**config.mk**
```make
export PLATFORM = sky130hd
export DESIGN_NAME = tpu_rtl_dma_copy_engine_flat
export DESIGN_NICKNAME = d
export VERILOG_FILES = /design/src/rtl/tpu_rtl_dma_copy_engine_if.sv /design/src/rtl/tpu_rtl_dma_copy_engine.sv /design/src/flat_wrapper.sv
export SDC_FILE = /design/constraint.sdc
export NUM_CORES = 2
export LEC_CHECK = 0
export BUFFER_PORTS_ARGS = -buffer_cell sky130_fd_sc_hd__buf_2
export CORE_ASPECT_RATIO = 0.5
export CORE_MARGIN = 5
export CORE_UTILIZATION = 60
export CTS_BUF_LIST = sky130_fd_sc_hd__clkbuf_2 sky130_fd_sc_hd__clkbuf_4 sky130_fd_sc_hd__clkbuf_8
export DETAILED_ROUTE_END_ITERATION = 8
export GPL_ROUTABILITY_DRIVEN = 0
export HOLD_SLACK_MARGIN = 0.15
export PLACE_DENSITY = 0.86
export SYNTH_ARGS = -nofsm -noshare
export SYNTH_HDL_FRONTEND = slang
export SYNTH_SLANG_ARGS = --single-unit
```
**constraint.sdc**
```tcl
create_clock -name clk -period 34.7 [get_ports clk]
set_input_delay 6.94 -clock clk [delete_from_list [all_inputs] [get_ports clk]]
set_output_delay 6.94 -clock clk [all_outputs]
set_load 0.02 [all_outputs]
```
**src/rtl/tpu_rtl_dma_copy_engine_if.sv**
```systemverilog
// ---------------------------------------------------------------------------
// tpu_rtl_dma_copy_engine_if
// Bundles the ESP DMA read/write control and channel handshakes used by the
// TPU tile copy engine.
//   master : the engine (issues requests, sinks read data, sources write data)
//   slave  : the memory/DMA side (accepts requests, sources read data,
//            sinks write data)
// Signals:
//   dma_read_ctrl_*   : read request valid/ready + index/length/size/user
//   dma_read_chnl_*   : read data valid/ready/data (DMA_WIDTH bits)
//   dma_write_ctrl_*  : write request valid/ready + index/length/size/user
//   dma_write_chnl_*  : write data valid/ready/data (DMA_WIDTH bits)
// ---------------------------------------------------------------------------
interface tpu_rtl_dma_copy_engine_if #(
    parameter int DMA_WIDTH = 64
);
    logic                 dma_read_ctrl_valid;
    logic                 dma_read_ctrl_ready;
    logic [31:0]          dma_read_ctrl_data_index;
    logic [31:0]          dma_read_ctrl_data_length;
    logic [2:0]           dma_read_ctrl_data_size;
    logic [4:0]           dma_read_ctrl_data_user;

    logic                 dma_read_chnl_valid;
    logic                 dma_read_chnl_ready;
    logic [DMA_WIDTH-1:0] dma_read_chnl_data;

    logic                 dma_write_ctrl_valid;
    logic                 dma_write_ctrl_ready;
    logic [31:0]          dma_write_ctrl_data_index;
    logic [31:0]          dma_write_ctrl_data_length;
    logic [2:0]           dma_write_ctrl_data_size;
    logic [4:0]           dma_write_ctrl_data_user;

    logic                 dma_write_chnl_valid;
    logic                 dma_write_chnl_ready;
    logic [DMA_WIDTH-1:0] dma_write_chnl_data;

    modport master (
        output dma_read_ctrl_valid, dma_read_ctrl_data_index, dma_read_ctrl_data_length,
               dma_read_ctrl_data_size, dma_read_ctrl_data_user,
        input  dma_read_ctrl_ready,
        input  dma_read_chnl_valid, dma_read_chnl_data,
        output dma_read_chnl_ready,
        output dma_write_ctrl_valid, dma_write_ctrl_data_index, dma_write_ctrl_data_length,
               dma_write_ctrl_data_size, dma_write_ctrl_data_user,
        input  dma_write_ctrl_ready,
        output dma_write_chnl_valid, dma_write_chnl_data,
        input  dma_write_chnl_ready
    );

    modport slave (
        input  dma_read_ctrl_valid, dma_read_ctrl_data_index, dma_read_ctrl_data_length,
               dma_read_ctrl_data_size, dma_read_ctrl_data_user,
        output dma_read_ctrl_ready,
        output dma_read_chnl_valid, dma_read_chnl_data,
        input  dma_read_chnl_ready,
        input  dma_write_ctrl_valid, dma_write_ctrl_data_index, dma_write_ctrl_data_length,
               dma_write_ctrl_data_size, dma_write_ctrl_data_user,
        output dma_write_ctrl_ready,
        input  dma_write_chnl_valid, dma_write_chnl_data,
        output dma_write_chnl_ready
    );
endinterface

```
**src/rtl/tpu_rtl_dma_copy_engine.sv**
```systemverilog
// ---------------------------------------------------------------------------
// tpu_rtl_dma_copy_engine
// DMA streaming copy engine for the TPU accelerator tile. After a conf_done
// pulse it copies conf_info_reg2 words from word index conf_info_reg0 to word
// index conf_info_reg1 in bursts of at most conf_info_reg3 words (0 or too
// large means MAX_BURST). Each burst is read into a staging FIFO, then written
// back out. acc_done pulses for one cycle after the last beat is written.
//
// Ports:
//   clk, rst          : clock, asynchronous active-high reset
//   conf_info_reg0..4 : src index, dst index, length, burst, lane addend
//   conf_done         : one-cycle start pulse (ignored unless idle)
//   dma               : DMA read/write handshakes (master modport)
//   acc_done          : one-cycle completion pulse
//   debug             : {state[3:0], 12'd0, beats_written[15:0]}
//
// Build option: define TPU_DMA_COPY_ADD_EN to add the latched conf_info_reg4
// to every 32-bit lane of each beat as it enters the FIFO. Without it the
// engine is a pure copy and conf_info_reg4 is ignored.
// ---------------------------------------------------------------------------
module tpu_rtl_dma_copy_engine #(
    parameter int DMA_WIDTH  = 64,
    parameter int FIFO_DEPTH = 16,
    parameter int MAX_BURST  = 16
) (
    input  logic        clk,
    input  logic        rst,
    input  logic [31:0] conf_info_reg0,
    input  logic [31:0] conf_info_reg1,
    input  logic [31:0] conf_info_reg2,
    input  logic [31:0] conf_info_reg3,
    input  logic [31:0] conf_info_reg4,
    input  logic        conf_done,
    tpu_rtl_dma_copy_engine_if.master dma,
    output logic        acc_done,
    output logic [31:0] debug
);

    localparam int              PTR_W    = $clog2(FIFO_DEPTH);
    localparam int              CNT_W    = PTR_W + 1;
    localparam int              LANES    = DMA_WIDTH / 32;
    localparam logic [2:0]      SIZE     = (DMA_WIDTH == 64) ? 3'b011 : 3'b010;
    localparam logic [31:0]     MAX_B    = 32'(MAX_BURST);
    localparam logic [CNT_W-1:0] CNT_ONE = 1;
    localparam logic [PTR_W-1:0] PTR_ONE = 1;
    localparam logic [CNT_W-1:0] CNT_FULL = CNT_W'(FIFO_DEPTH);

    typedef enum logic [3:0] {
        IDLE    = 4'd0,
        RD_REQ  = 4'd1,
        RD_DATA = 4'd2,
        WR_REQ  = 4'd3,
        WR_DATA = 4'd4,
        DONE    = 4'd5
    } state_t;

    function automatic logic [31:0] eff_burst(input logic [31:0] b);
        return (b == 32'd0 || b > MAX_B) ? MAX_B : b;
    endfunction

    function automatic logic [31:0] min32(input logic [31:0] a, input logic [31:0] b);
        return (a < b) ? a : b;
    endfunction

    state_t      state;
    logic [31:0] src, dst, remaining, burst, chunk, beat_cnt;
    logic [15:0] beats_written;

    logic        rd_ctrl_valid, wr_ctrl_valid;
    logic [31:0] rd_index, rd_length, wr_index, wr_length;
    logic [2:0]  rd_size, wr_size;

    logic [DMA_WIDTH-1:0] mem [FIFO_DEPTH];
    logic [PTR_W-1:0]     wr_ptr, rd_ptr;
    logic [CNT_W-1:0]     count;
    logic                 fifo_full, fifo_empty;
    logic                 rd_chnl_ready, wr_chnl_valid, push, pop;
    logic [DMA_WIDTH-1:0] push_data;

    logic [31:0] conf_burst, conf_chunk;
    logic [31:0] src_next, dst_next, rem_next, chunk_next;
    logic        last_rd_beat, last_wr_beat;

    assign fifo_full  = (count == CNT_FULL);
    assign fifo_empty = (count == '0);

    // Channel handshakes are decoded from registered state and FIFO level, so
    // they never combinationally depend on the DMA side.
    assign rd_chnl_ready = (state == RD_DATA) && !fifo_full;
    assign wr_chnl_valid = (state == WR_DATA) && !fifo_empty;
    assign push          = rd_chnl_ready && dma.dma_read_chnl_valid;
    assign pop           = wr_chnl_valid && dma.dma_write_chnl_ready;

    assign conf_burst = eff_burst(conf_info_reg3);
    assign conf_chunk = min32(conf_info_reg2, conf_burst);
    assign src_next   = src + chunk;
    assign dst_next   = dst + chunk;
    assign rem_next   = remaining - chunk;
    assign chunk_next = min32(rem_next, burst);

    assign last_rd_beat = push && (beat_cnt == chunk - 32'd1);
    assign last_wr_beat = pop  && (beat_cnt == chunk - 32'd1);

`ifdef TPU_DMA_COPY_ADD_EN
    logic [31:0] addend;

    function automatic logic [DMA_WIDTH-1:0] add_lanes(input logic [DMA_WIDTH-1:0] d,
                                                       input logic [31:0]          a);
        logic [DMA_WIDTH-1:0] r;
        r = d;
        for (int i = 0; i < LANES; i++) begin
            r[i*32 +: 32] = d[i*32 +: 32] + a;
        end
        return r;
    endfunction

    always_ff @(posedge clk or posedge rst) begin
        if (rst) begin
            addend <= '0;
        end else if (state == IDLE && conf_done) begin
            addend <= conf_info_reg4;
        end
    end

    // The lane add sits in front of the FIFO write port, so it adds no cycle.
    assign push_data = add_lanes(dma.dma_read_chnl_data, addend);
`else
    logic unused_reg4;
    assign unused_reg4 = ^conf_info_reg4;
    assign push_data   = dma.dma_read_chnl_data;
`endif

    // ---- staging FIFO: storage (no reset, data only) ----
    always_ff @(posedge clk) begin
        if (push) begin
            mem[wr_ptr] <= push_data;
        end
    end

    // ---- staging FIFO: pointers; read and write phases are disjoint ----
    always_ff @(posedge clk or posedge rst) begin
        if (rst) begin
            wr_ptr <= '0;
            rd_ptr <= '0;
            count  <= '0;
        end else begin
            if (push) begin
                wr_ptr <= wr_ptr + PTR_ONE;
                count  <= count + CNT_ONE;
            end else if (pop) begin
                rd_ptr <= rd_ptr + PTR_ONE;
                count  <= count - CNT_ONE;
            end
        end
    end

    // ---- control FSM with registered request payloads and acc_done ----
    always_ff @(posedge clk or posedge rst) begin
        if (rst) begin
            state         <= IDLE;
            src           <= '0;
            dst           <= '0;
            remaining     <= '0;
            burst         <= '0;
            chunk         <= '0;
            beat_cnt      <= '0;
            beats_written <= '0;
            rd_ctrl_valid <= 1'b0;
            rd_index      <= '0;
            rd_length     <= '0;
            rd_size       <= '0;
            wr_ctrl_valid <= 1'b0;
            wr_index      <= '0;
            wr_length     <= '0;
            wr_size       <= '0;
            acc_done      <= 1'b0;
        end else begin
            acc_done <= 1'b0;
            case (state)
                IDLE: begin
                    if (conf_done) begin
                        src           <= conf_info_reg0;
                        dst           <= conf_info_reg1;
                        remaining     <= conf_info_reg2;
                        burst         <= conf_burst;
                        chunk         <= conf_chunk;
                        beat_cnt      <= '0;
                        beats_written <= '0;
                        if (conf_info_reg2 == 32'd0) begin
                            state    <= DONE;
                            acc_done <= 1'b1;
                        end else begin
                            state         <= RD_REQ;
                            rd_ctrl_valid <= 1'b1;
                            rd_index      <= conf_info_reg0;
                            rd_length     <= conf_chunk;
                            rd_size       <= SIZE;
                        end
                    end
                end
                RD_REQ: begin
                    if (rd_ctrl_valid && dma.dma_read_ctrl_ready) begin
                        rd_ctrl_valid <= 1'b0;
                        beat_cnt      <= '0;
                        state         <= RD_DATA;
                    end
                end
                RD_DATA: begin
                    if (last_rd_beat) begin
                        beat_cnt      <= '0;
                        state         <= WR_REQ;
                        wr_ctrl_valid <= 1'b1;
                        wr_index      <= dst;
                        wr_length     <= chunk;
                        wr_size       <= SIZE;
                    end else if (push) begin
                        beat_cnt <= beat_cnt + 32'd1;
                    end
                end
                WR_REQ: begin
                    if (wr_ctrl_valid && dma.dma_write_ctrl_ready) begin
                        wr_ctrl_valid <= 1'b0;
                        beat_cnt      <= '0;
                        state         <= WR_DATA;
                    end
                end
                WR_DATA: begin
                    if (pop && beats_written != 16'hFFFF) begin
                        beats_written <= beats_written + 16'd1;
                    end
                    if (last_wr_beat) begin
                        src       <= src_next;
                        dst       <= dst_next;
                        remaining <= rem_next;
                        beat_cnt  <= '0;
                        if (rem_next != 32'd0) begin
                            state         <= RD_REQ;
                            chunk         <= chunk_next;
                            rd_ctrl_valid <= 1'b1;
                            rd_index      <= src_next;
                            rd_length     <= chunk_next;
                            rd_size       <= SIZE;
                        end else begin
                            state    <= DONE;
                            acc_done <= 1'b1;
                        end
                    end else if (pop) begin
                        beat_cnt <= beat_cnt + 32'd1;
                    end
                end
                DONE: begin
                    state <= IDLE;
                end
                default: begin
                    state <= IDLE;
                end
            endcase
        end
    end

    assign dma.dma_read_ctrl_valid        = rd_ctrl_valid;
    assign dma.dma_read_ctrl_data_index   = rd_index;
    assign dma.dma_read_ctrl_data_length  = rd_length;
    assign dma.dma_read_ctrl_data_size    = rd_size;
    assign dma.dma_read_ctrl_data_user    = 5'd0;
    assign dma.dma_read_chnl_ready        = rd_chnl_ready;

    assign dma.dma_write_ctrl_valid       = wr_ctrl_valid;
    assign dma.dma_write_ctrl_data_index  = wr_index;
    assign dma.dma_write_ctrl_data_length = wr_length;
    assign dma.dma_write_ctrl_data_size   = wr_size;
    assign dma.dma_write_ctrl_data_user   = 5'd0;
    assign dma.dma_write_chnl_valid       = wr_chnl_valid;
    assign dma.dma_write_chnl_data        = mem[rd_ptr];

    assign debug = {state, 12'd0, beats_written};

endmodule

```
**src/flat_wrapper.sv**
```systemverilog
// flat-port wrapper written by rule: the top's interface ports become plain ports
module tpu_rtl_dma_copy_engine_flat 
#(
    parameter int DMA_WIDTH  = 64,
    parameter int FIFO_DEPTH = 16,
    parameter int MAX_BURST  = 16
)
  (clk, rst, conf_info_reg0, conf_info_reg1, conf_info_reg2, conf_info_reg3, conf_info_reg4, conf_done, acc_done, debug, dma_dma_read_ctrl_valid, dma_dma_read_ctrl_data_index, dma_dma_read_ctrl_data_length, dma_dma_read_ctrl_data_size, dma_dma_read_ctrl_data_user, dma_dma_read_ctrl_ready, dma_dma_read_chnl_valid, dma_dma_read_chnl_data, dma_dma_read_chnl_ready, dma_dma_write_ctrl_valid, dma_dma_write_ctrl_data_index, dma_dma_write_ctrl_data_length, dma_dma_write_ctrl_data_size, dma_dma_write_ctrl_data_user, dma_dma_write_ctrl_ready, dma_dma_write_chnl_valid, dma_dma_write_chnl_data, dma_dma_write_chnl_ready);
  tpu_rtl_dma_copy_engine_if #(.DMA_WIDTH(DMA_WIDTH)) dma_i ();
  input  logic clk;
  input  logic rst;
  input  logic [31:0] conf_info_reg0;
  input  logic [31:0] conf_info_reg1;
  input  logic [31:0] conf_info_reg2;
  input  logic [31:0] conf_info_reg3;
  input  logic [31:0] conf_info_reg4;
  input  logic conf_done;
  output logic acc_done;
  output logic [31:0] debug;
  output wire logic [$bits(dma_i.dma_read_ctrl_valid)-1:0] dma_dma_read_ctrl_valid;
  output wire logic [$bits(dma_i.dma_read_ctrl_data_index)-1:0] dma_dma_read_ctrl_data_index;
  output wire logic [$bits(dma_i.dma_read_ctrl_data_length)-1:0] dma_dma_read_ctrl_data_length;
  output wire logic [$bits(dma_i.dma_read_ctrl_data_size)-1:0] dma_dma_read_ctrl_data_size;
  output wire logic [$bits(dma_i.dma_read_ctrl_data_user)-1:0] dma_dma_read_ctrl_data_user;
  input wire logic [$bits(dma_i.dma_read_ctrl_ready)-1:0] dma_dma_read_ctrl_ready;
  input wire logic [$bits(dma_i.dma_read_chnl_valid)-1:0] dma_dma_read_chnl_valid;
  input wire logic [$bits(dma_i.dma_read_chnl_data)-1:0] dma_dma_read_chnl_data;
  output wire logic [$bits(dma_i.dma_read_chnl_ready)-1:0] dma_dma_read_chnl_ready;
  output wire logic [$bits(dma_i.dma_write_ctrl_valid)-1:0] dma_dma_write_ctrl_valid;
  output wire logic [$bits(dma_i.dma_write_ctrl_data_index)-1:0] dma_dma_write_ctrl_data_index;
  output wire logic [$bits(dma_i.dma_write_ctrl_data_length)-1:0] dma_dma_write_ctrl_data_length;
  output wire logic [$bits(dma_i.dma_write_ctrl_data_size)-1:0] dma_dma_write_ctrl_data_size;
  output wire logic [$bits(dma_i.dma_write_ctrl_data_user)-1:0] dma_dma_write_ctrl_data_user;
  input wire logic [$bits(dma_i.dma_write_ctrl_ready)-1:0] dma_dma_write_ctrl_ready;
  output wire logic [$bits(dma_i.dma_write_chnl_valid)-1:0] dma_dma_write_chnl_valid;
  output wire logic [$bits(dma_i.dma_write_chnl_data)-1:0] dma_dma_write_chnl_data;
  input wire logic [$bits(dma_i.dma_write_chnl_ready)-1:0] dma_dma_write_chnl_ready;
  assign dma_dma_read_ctrl_valid = dma_i.dma_read_ctrl_valid;
  assign dma_dma_read_ctrl_data_index = dma_i.dma_read_ctrl_data_index;
  assign dma_dma_read_ctrl_data_length = dma_i.dma_read_ctrl_data_length;
  assign dma_dma_read_ctrl_data_size = dma_i.dma_read_ctrl_data_size;
  assign dma_dma_read_ctrl_data_user = dma_i.dma_read_ctrl_data_user;
  assign dma_i.dma_read_ctrl_ready = dma_dma_read_ctrl_ready;
  assign dma_i.dma_read_chnl_valid = dma_dma_read_chnl_valid;
  assign dma_i.dma_read_chnl_data = dma_dma_read_chnl_data;
  assign dma_dma_read_chnl_ready = dma_i.dma_read_chnl_ready;
  assign dma_dma_write_ctrl_valid = dma_i.dma_write_ctrl_valid;
  assign dma_dma_write_ctrl_data_index = dma_i.dma_write_ctrl_data_index;
  assign dma_dma_write_ctrl_data_length = dma_i.dma_write_ctrl_data_length;
  assign dma_dma_write_ctrl_data_size = dma_i.dma_write_ctrl_data_size;
  assign dma_dma_write_ctrl_data_user = dma_i.dma_write_ctrl_data_user;
  assign dma_i.dma_write_ctrl_ready = dma_dma_write_ctrl_ready;
  assign dma_dma_write_chnl_valid = dma_i.dma_write_chnl_valid;
  assign dma_dma_write_chnl_data = dma_i.dma_write_chnl_data;
  assign dma_i.dma_write_chnl_ready = dma_dma_write_chnl_ready;
  tpu_rtl_dma_copy_engine #(.DMA_WIDTH(DMA_WIDTH), .FIFO_DEPTH(FIFO_DEPTH), .MAX_BURST(MAX_BURST)) u_core (.clk(clk), .rst(rst), .conf_info_reg0(conf_info_reg0), .conf_info_reg1(conf_info_reg1), .conf_info_reg2(conf_info_reg2), .conf_info_reg3(conf_info_reg3), .conf_info_reg4(conf_info_reg4), .conf_done(conf_done), .dma(dma_i), .acc_done(acc_done), .debug(debug));
endmodule
```
Yosys cells after proc, flatten, opt, wreduce, memory -nomap -nowiden
Memory sizes are Yosys's and may differ from the RTL's.
Index checks and enable logic that the tools add are counted.
W data, S select, Z words.
{"block": "op_classes", "add_sub_neg": 10, "n_lt_le_gt_ge": 3, "eq_ne": 17, "muxes": 66, "n_bitwise": 1, "n_reduce_logical": 33}
{"cell": "$mux W32", "count": 25}
{"cell": "$pmux W32 S2", "count": 6}
{"cell": "$pmux W32 S5", "count": 1}
{"cell": "$add A32 B32 Y32", "count": 2}
{"cell": "$logic_not A32 Y1", "count": 2}
{"cell": "$lt A32 B32 Y1", "count": 2}
{"cell": "$add A32 B1 Y32 const B", "count": 1}
{"cell": "$eq A32 B32 Y1", "count": 1}
{"cell": "$gt A32 B5 Y1 const B", "count": 1}
{"cell": "$mux W16", "count": 2}
{"cell": "$pmux W16 S2", "count": 1}
{"cell": "$reduce_bool A32 Y1", "count": 1}
{"cell": "$sub A32 B1 Y32 const B", "count": 1}
{"cell": "$sub A32 B32 Y32", "count": 1}
{"cell": "$mux W4", "count": 5}
{"cell": "$pmux W4 S5", "count": 1}
{"cell": "$mux W3", "count": 6}
{"cell": "$add A16 B1 Y16 const B", "count": 1}
{"cell": "$ne A16 B16 Y1 const B", "count": 1}
{"cell": "$mux W1", "count": 13}
{"cell": "$reduce_and A6 Y1", "count": 2}
{"cell": "$mux W5", "count": 2}
{"cell": "$reduce_and A5 Y1", "count": 2}
{"cell": "$logic_and A1 B1 Y1", "count": 9}
{"cell": "other kinds (24)", "count": 41}
{"block": "totals", "ff_bits": 360, "ramBits": 1024, "output_inout_bits": 245, "elab_cells": 151, "memories": 1}
{"memory": "u_core.mem", "depth": 16, "width": 64, "read_ports": 1, "rd_clocked_by_memory_dff": 0, "wr": 1, "line_no": "tpu_rtl_dma_copy_engine.sv:73", "rtl": "logic [DMA_WIDTH-1:0] mem [FIFO_DEPTH];"}

Depth between registers and ports, before layout
{"block": "depth", "word_depth": 8, "ltp_mapped": 25, "depth_no_buf": 22}

Worst setup path before layout
Ideal clock, no wire load.
{"block": "synth_path", "kind": "input to register", "start": "input dma_dma_read_chnl_valid", "end": "memory u_core.mem[3][0], enable pin", "setup_time_ns": 0.565, "arrival_ns": 11.839, "path_slack_ns": 22.296, "cell_stages": 4, "cell_sequence": "and2_1 > clkbuf_1 > nand2_1 > nor3_1"}
{"block": "synth_via", "elab_chain_len": 3}
{"item": "start: declaration", "line_no": "flat_wrapper.sv:26", "rtl": "input wire logic [$bits(dma_i.dma_read_chnl_valid)-1:0] dma_dma_read_chnl_valid;"}
{"item": "$logic_and A1 B1 Y1", "line_no": "tpu_rtl_dma_copy_engine.sv:91", "rtl": "assign push = rd_chnl_ready && dma.dma_read_chnl_valid;"}
{"item": "$mux W1", "line_no": "tpu_rtl_dma_copy_engine.sv:135", "rtl": "if (push) begin"}
{"item": "$mux W1 (implied by the code)", "line_no": "tpu_rtl_dma_copy_engine.sv:136", "rtl": "mem[wr_ptr] <= push_data;"}
{"item": "end: declaration", "line_no": "tpu_rtl_dma_copy_engine.sv:73"}
Every way passes these cells.

Worst setup path in the final report
{"block": "layout_path", "start": "register u_core.rd_ptr[0]", "end": "output dma_dma_write_chnl_data[50]"}
{"block": "layout_via", "elab_chain_len": 1}
{"item": "start: declaration", "line_no": "tpu_rtl_dma_copy_engine.sv:74", "rtl": "logic [PTR_W-1:0] wr_ptr, rd_ptr;"}
{"item": "start signal: assignment", "line_no": "tpu_rtl_dma_copy_engine.sv:151", "rtl": "rd_ptr <= rd_ptr + PTR_ONE;"}
{"item": "$mem_v2 Z16 W64"}
{"item": "end: declaration", "line_no": "flat_wrapper.sv:36", "rtl": "output wire logic [$bits(dma_i.dma_write_chnl_data)-1:0] dma_dma_write_chnl_data;"}
Every way passes these cells.

==> metrics.md <==
| Metric | Value |
|---|---|
| Status | `completed` |
| Worst-path fanout max | `52` |
| Distinct cells, synth | `86` |
| Clock buffer depth | `3` |
| Post-Synth XOR/XNOR Area | `0.01747` |
| Flop pwr share | `0.537` |
| Worst min-delay path class | `reg2reg` |
| First-pass GRT wire length | `242500 um` |
| P&R area growth vs syn | `11.85%` |
| Placed cell count | `5779` |
| H-tree Lvls | `4` |
| CP Class | `reg2out` |
| DP HPWL | `101200 um` |
| Crit path required time | `27.76 ns` |
| Remaining DRCs | `0` |
| Sw frac | `0.2672` |
| Vias in the first global route | `39790` |
| Slew Limit Fails | `0` |
| Routed via count | `39770` |
| Ratio of cells with drive above 1 in the final layout | `0.2649` |
| Iteration-0 DRC Markers | `4813` |
| Setup TNS | `0 ns` |
| Max VDD drop | `0.03514 mV` |
| Die width | `465.2 um` |
| Clock root cell | `clkbuf_8` |
| Top cells by area, synth | `edfxtp_1 49%, dfrtp_1 14%, mux4_2 12%` |
| Post-Synth Adder-Cell Area | `0.03470` |
| Post-route ant nets | `0` |
| Routed WL | `163300 um` |
| Number of synthesized flops with an enable pin | `1024` |
| CTS Hold Buffers Added | `0` |
| Startpoint types | `flop` |
| Count leader, synth | `edfxtp_1` |
| Cells after Synth | `4114` |
| Reg area | `39700 um^2` |
| Global route overflow | `0` |
| Fin crit share | `0.3488` |
| Initial core utilization | `0.6052` |
| Post-cts sizing count | `0` |
| Clock share of power | `0.336` |
| CTS tree | `done` |
| CP Capture Type | `output pin` |
| Final worst setup slack | `22.60 ns` |
| Synth warn | `0` |
| Die Y | `237.6 um` |
| CTS Buf Count | `184` |
| Total core area | `102700 um^2` |
| Top FF cell, synth | `edfxtp_1` |
| Clock Sinks | `1381` |
| Power Dens Cells | `52.60 nW/um^2` |
| Port-buffer cells | `418` |
| Crit path arrival time | `5.16 ns` |
| Pint | `0.002679 W` |
| FF+latch count, synth | `1381` |
| Net Sw Power | `0.0009772 W` |
| Initial antenna violation count | `14` |
| Std cell rows | `83` |
| Combinational Power Share | `0.127` |
| Worst-Margin Slew | `1.222 ns` |
| Largest net degree at the start of global routing | `165` |
| Max Freq | `82.62 MHz` |
| Post-synthesis mux area share | `0.1436` |
| Largest family of logic cells by synthesized area | `multiplexers` |
| Min cycle time layout | `12.10 ns` |
| Fill cells | `6589` |
| NumNets Final | `5006` |
| Vias/cell | `6.497` |
| Non-Filler Instances | `6121` |
| Relative slew margins | `0.1837` |
| Wirelength per Cell | `26.68 um` |
| LEAKAGE | `27.27 nW` |
| Max Cap Viol | `0` |
| Synth area leader | `edfxtp_1` |
| Clock Skews | `0.05987 ns` |
| Pre-antenna DRT Iters | `6` |
| Final setup vio count | `0` |
| Compound-Gate Fraction of Synth Area | `0.07177` |
| Top cells by count, synth | `1024 x edfxtp_1, 357 x dfrtp_1, 320 x mux4_2` |
| Setup Buffers After CTS | `0` |
| Clock latency on the worst-skew pair | `0.93 ns` |
| Simple-Gate Fraction of Synth Area | `0.07150` |
| Synth top area share | `0.4947` |
| Final Core Density | `0.6769` |
| Area taken by multi-input logic gates | `21460 um^2` |
| Sequential cell area fraction in the yosys report | `0.6385` |
| Total GRT Usage | `0.2918` |
| Mapped cell area | `62150 um^2` |
| Final Hold Fails | `0` |
| Syn avg cell area | `15.11 um^2` |
| Ys async rst share | `0.2585` |
| RSZ-0062 raised after global routing | `false` |
| DP Worst Slack | `22.90 ns` |
| I/O pin count | `476` |
| Die area | `110500 um^2` |
| Worst-path clk slew | `0.07 ns` |
power groups by stage:
stage          clock network (W)  logic (W)  registers [W]
2_1_floorplan                  0   0.000284        0.00198
3_3_place_gp                   0   0.000442        0.00198
3_5_place_dp                   0   0.000457        0.00199
4_1_cts                  0.00125   0.000460        0.00196
5_1_grt                  0.00133   0.000496        0.00197
6_report                 0.00123   0.000466        0.00196
registers in the layout (all words and copies together), names as in the netlist:
signal                                 cells
u_core.mem                              1024
u_core.beat_cnt                           32
u_core.burst                              32
u_core.chunk                              32
u_core.dma.dma_read_ctrl_data_index       32
u_core.dma.dma_read_ctrl_data_length      32
u_core.dma.dma_write_ctrl_data_index      32
u_core.dma.dma_write_ctrl_data_length     32
u_core.dst                                32
u_core.remaining                          32
u_core.src                                32
u_core.beats_written                      16
u_core.count                               5
u_core.rd_ptr                              4
u_core.wr_ptr                              4
u_core.state                               3
u_core.acc_done                            1
u_core.dma.dma_read_ctrl_data_size         1
u_core.dma.dma_read_ctrl_valid             1
u_core.dma.dma_write_ctrl_data_size        1
u_core.dma.dma_write_ctrl_valid            1
worst paths after layout:
kind                       slack, ns  cells after the start                                       end                                     start
setup / recovery               22.60                      5               dma_dma_write_chnl_data[50]                          u_core.rd_ptr[0]
hold / removal                  0.47                      1  u_core.dma.dma_read_ctrl_data_length[18]  u_core.dma.dma_read_ctrl_data_length[18]
setup reg to reg               27.45                     22  u_core.dma.dma_read_ctrl_data_length[28]                           u_core.chunk[1]
hold reg to reg                 0.47                      1  u_core.dma.dma_read_ctrl_data_length[18]  u_core.dma.dma_read_ctrl_data_length[18]
max in group asynchronous      26.87                      3   u_core.dma.dma_read_ctrl_data_index[15]                                       rst
min in group asynchronous       6.19                      2    u_core.dma.dma_write_ctrl_data_size[0]                                       rst
layout make-up:
cell class | instances | area share
Clock inverter | 71 | 0.006569
Sequential cell | 1381 | 0.5710
Tap cell | 1360 | 0.02448
Timing Repair Buffer | 476 | 0.03672
Inverter | 110 | 0.006047
Antenna cell | 8 | 0.0002880
Multi-Input combinational cell | 2452 | 0.3087
Clock buffer | 263 | 0.04622
cell usage in the layout (no fill, tap or decap), types with 35 or more instances in the layout:
master | netlist | final
nand2b_1 | 42 | 42
inv_1 | 110 | 109
xnor2_1 | 66 | 66
and3_1 | 35 | 35
mux2i_1 | 41 | 41
buf_2 | 21 | 418
clkbuf_4 | 0 | 65
clkbuf_8 | 0 | 198
conb_1 | 2 | 52
clkinv_1 | 0 | 41
dfrtp_1 | 357 | 353
nor2_1 | 284 | 270
a31oi_1 | 86 | 86
buf_4 | 31 | 56
nand3_1 | 50 | 50
nand2_1 | 277 | 276
o21ai_0 | 122 | 121
ha_1 | 166 | 166
mux4_2 | 320 | 320
a21o_1 | 105 | 105
nand4_1 | 38 | 38
nor3_1 | 43 | 39
edfxtp_1 | 1024 | 1024
xor2_1 | 58 | 58
o22ai_1 | 35 | 35
mux2_2 | 116 | 116
a21oi_1 | 177 | 177
logic make-up (layout without fill, tap and decap cells):
group                      Yosys count  count (layout)
xor gates and xnor gates           124             124
DFF                               1381            1381
AOI/OAI and AO/OA                  697             697
buffers and inverters              331             920
and+or+nand+nor                    932             932
other                                2              60
adders and majority gates          170             170
muxes                              477             477
critical path, cell delays in order (launching register included):
cell	delay, ns
dfrtp_4	1.08
buf_4	0.84
buf_4	0.92
mux4_2	0.66
mux4_2	0.51
buf_2	0.18
per-stage QoR:
step                hold WS (ns)  power (W)  instance area (um^2)
floorplan                 0.4428   0.002267                 62340
global placement          0.4564   0.002420                 65830
detailed placement        0.4604   0.002451                 65830
CTS                       0.4781   0.003668                 69500
global route              0.4970   0.003791                 69520
finish                    0.4745   0.003657                 69520
per-layer routing:
layer  share of wire  vias to the layer above  global-route usage  routed length, um
met3           0.090                      452             0.05544              14740
met2            0.50                     2249              0.4956              81920
met4           0.046                        8              0.1352               7491
met5         0.00034                        -                   0                 55
met1            0.36                    20100              0.3694              59080
li1                -                    16960                   -                  -
Note: power is estimated with default switching activity, not from simulation.
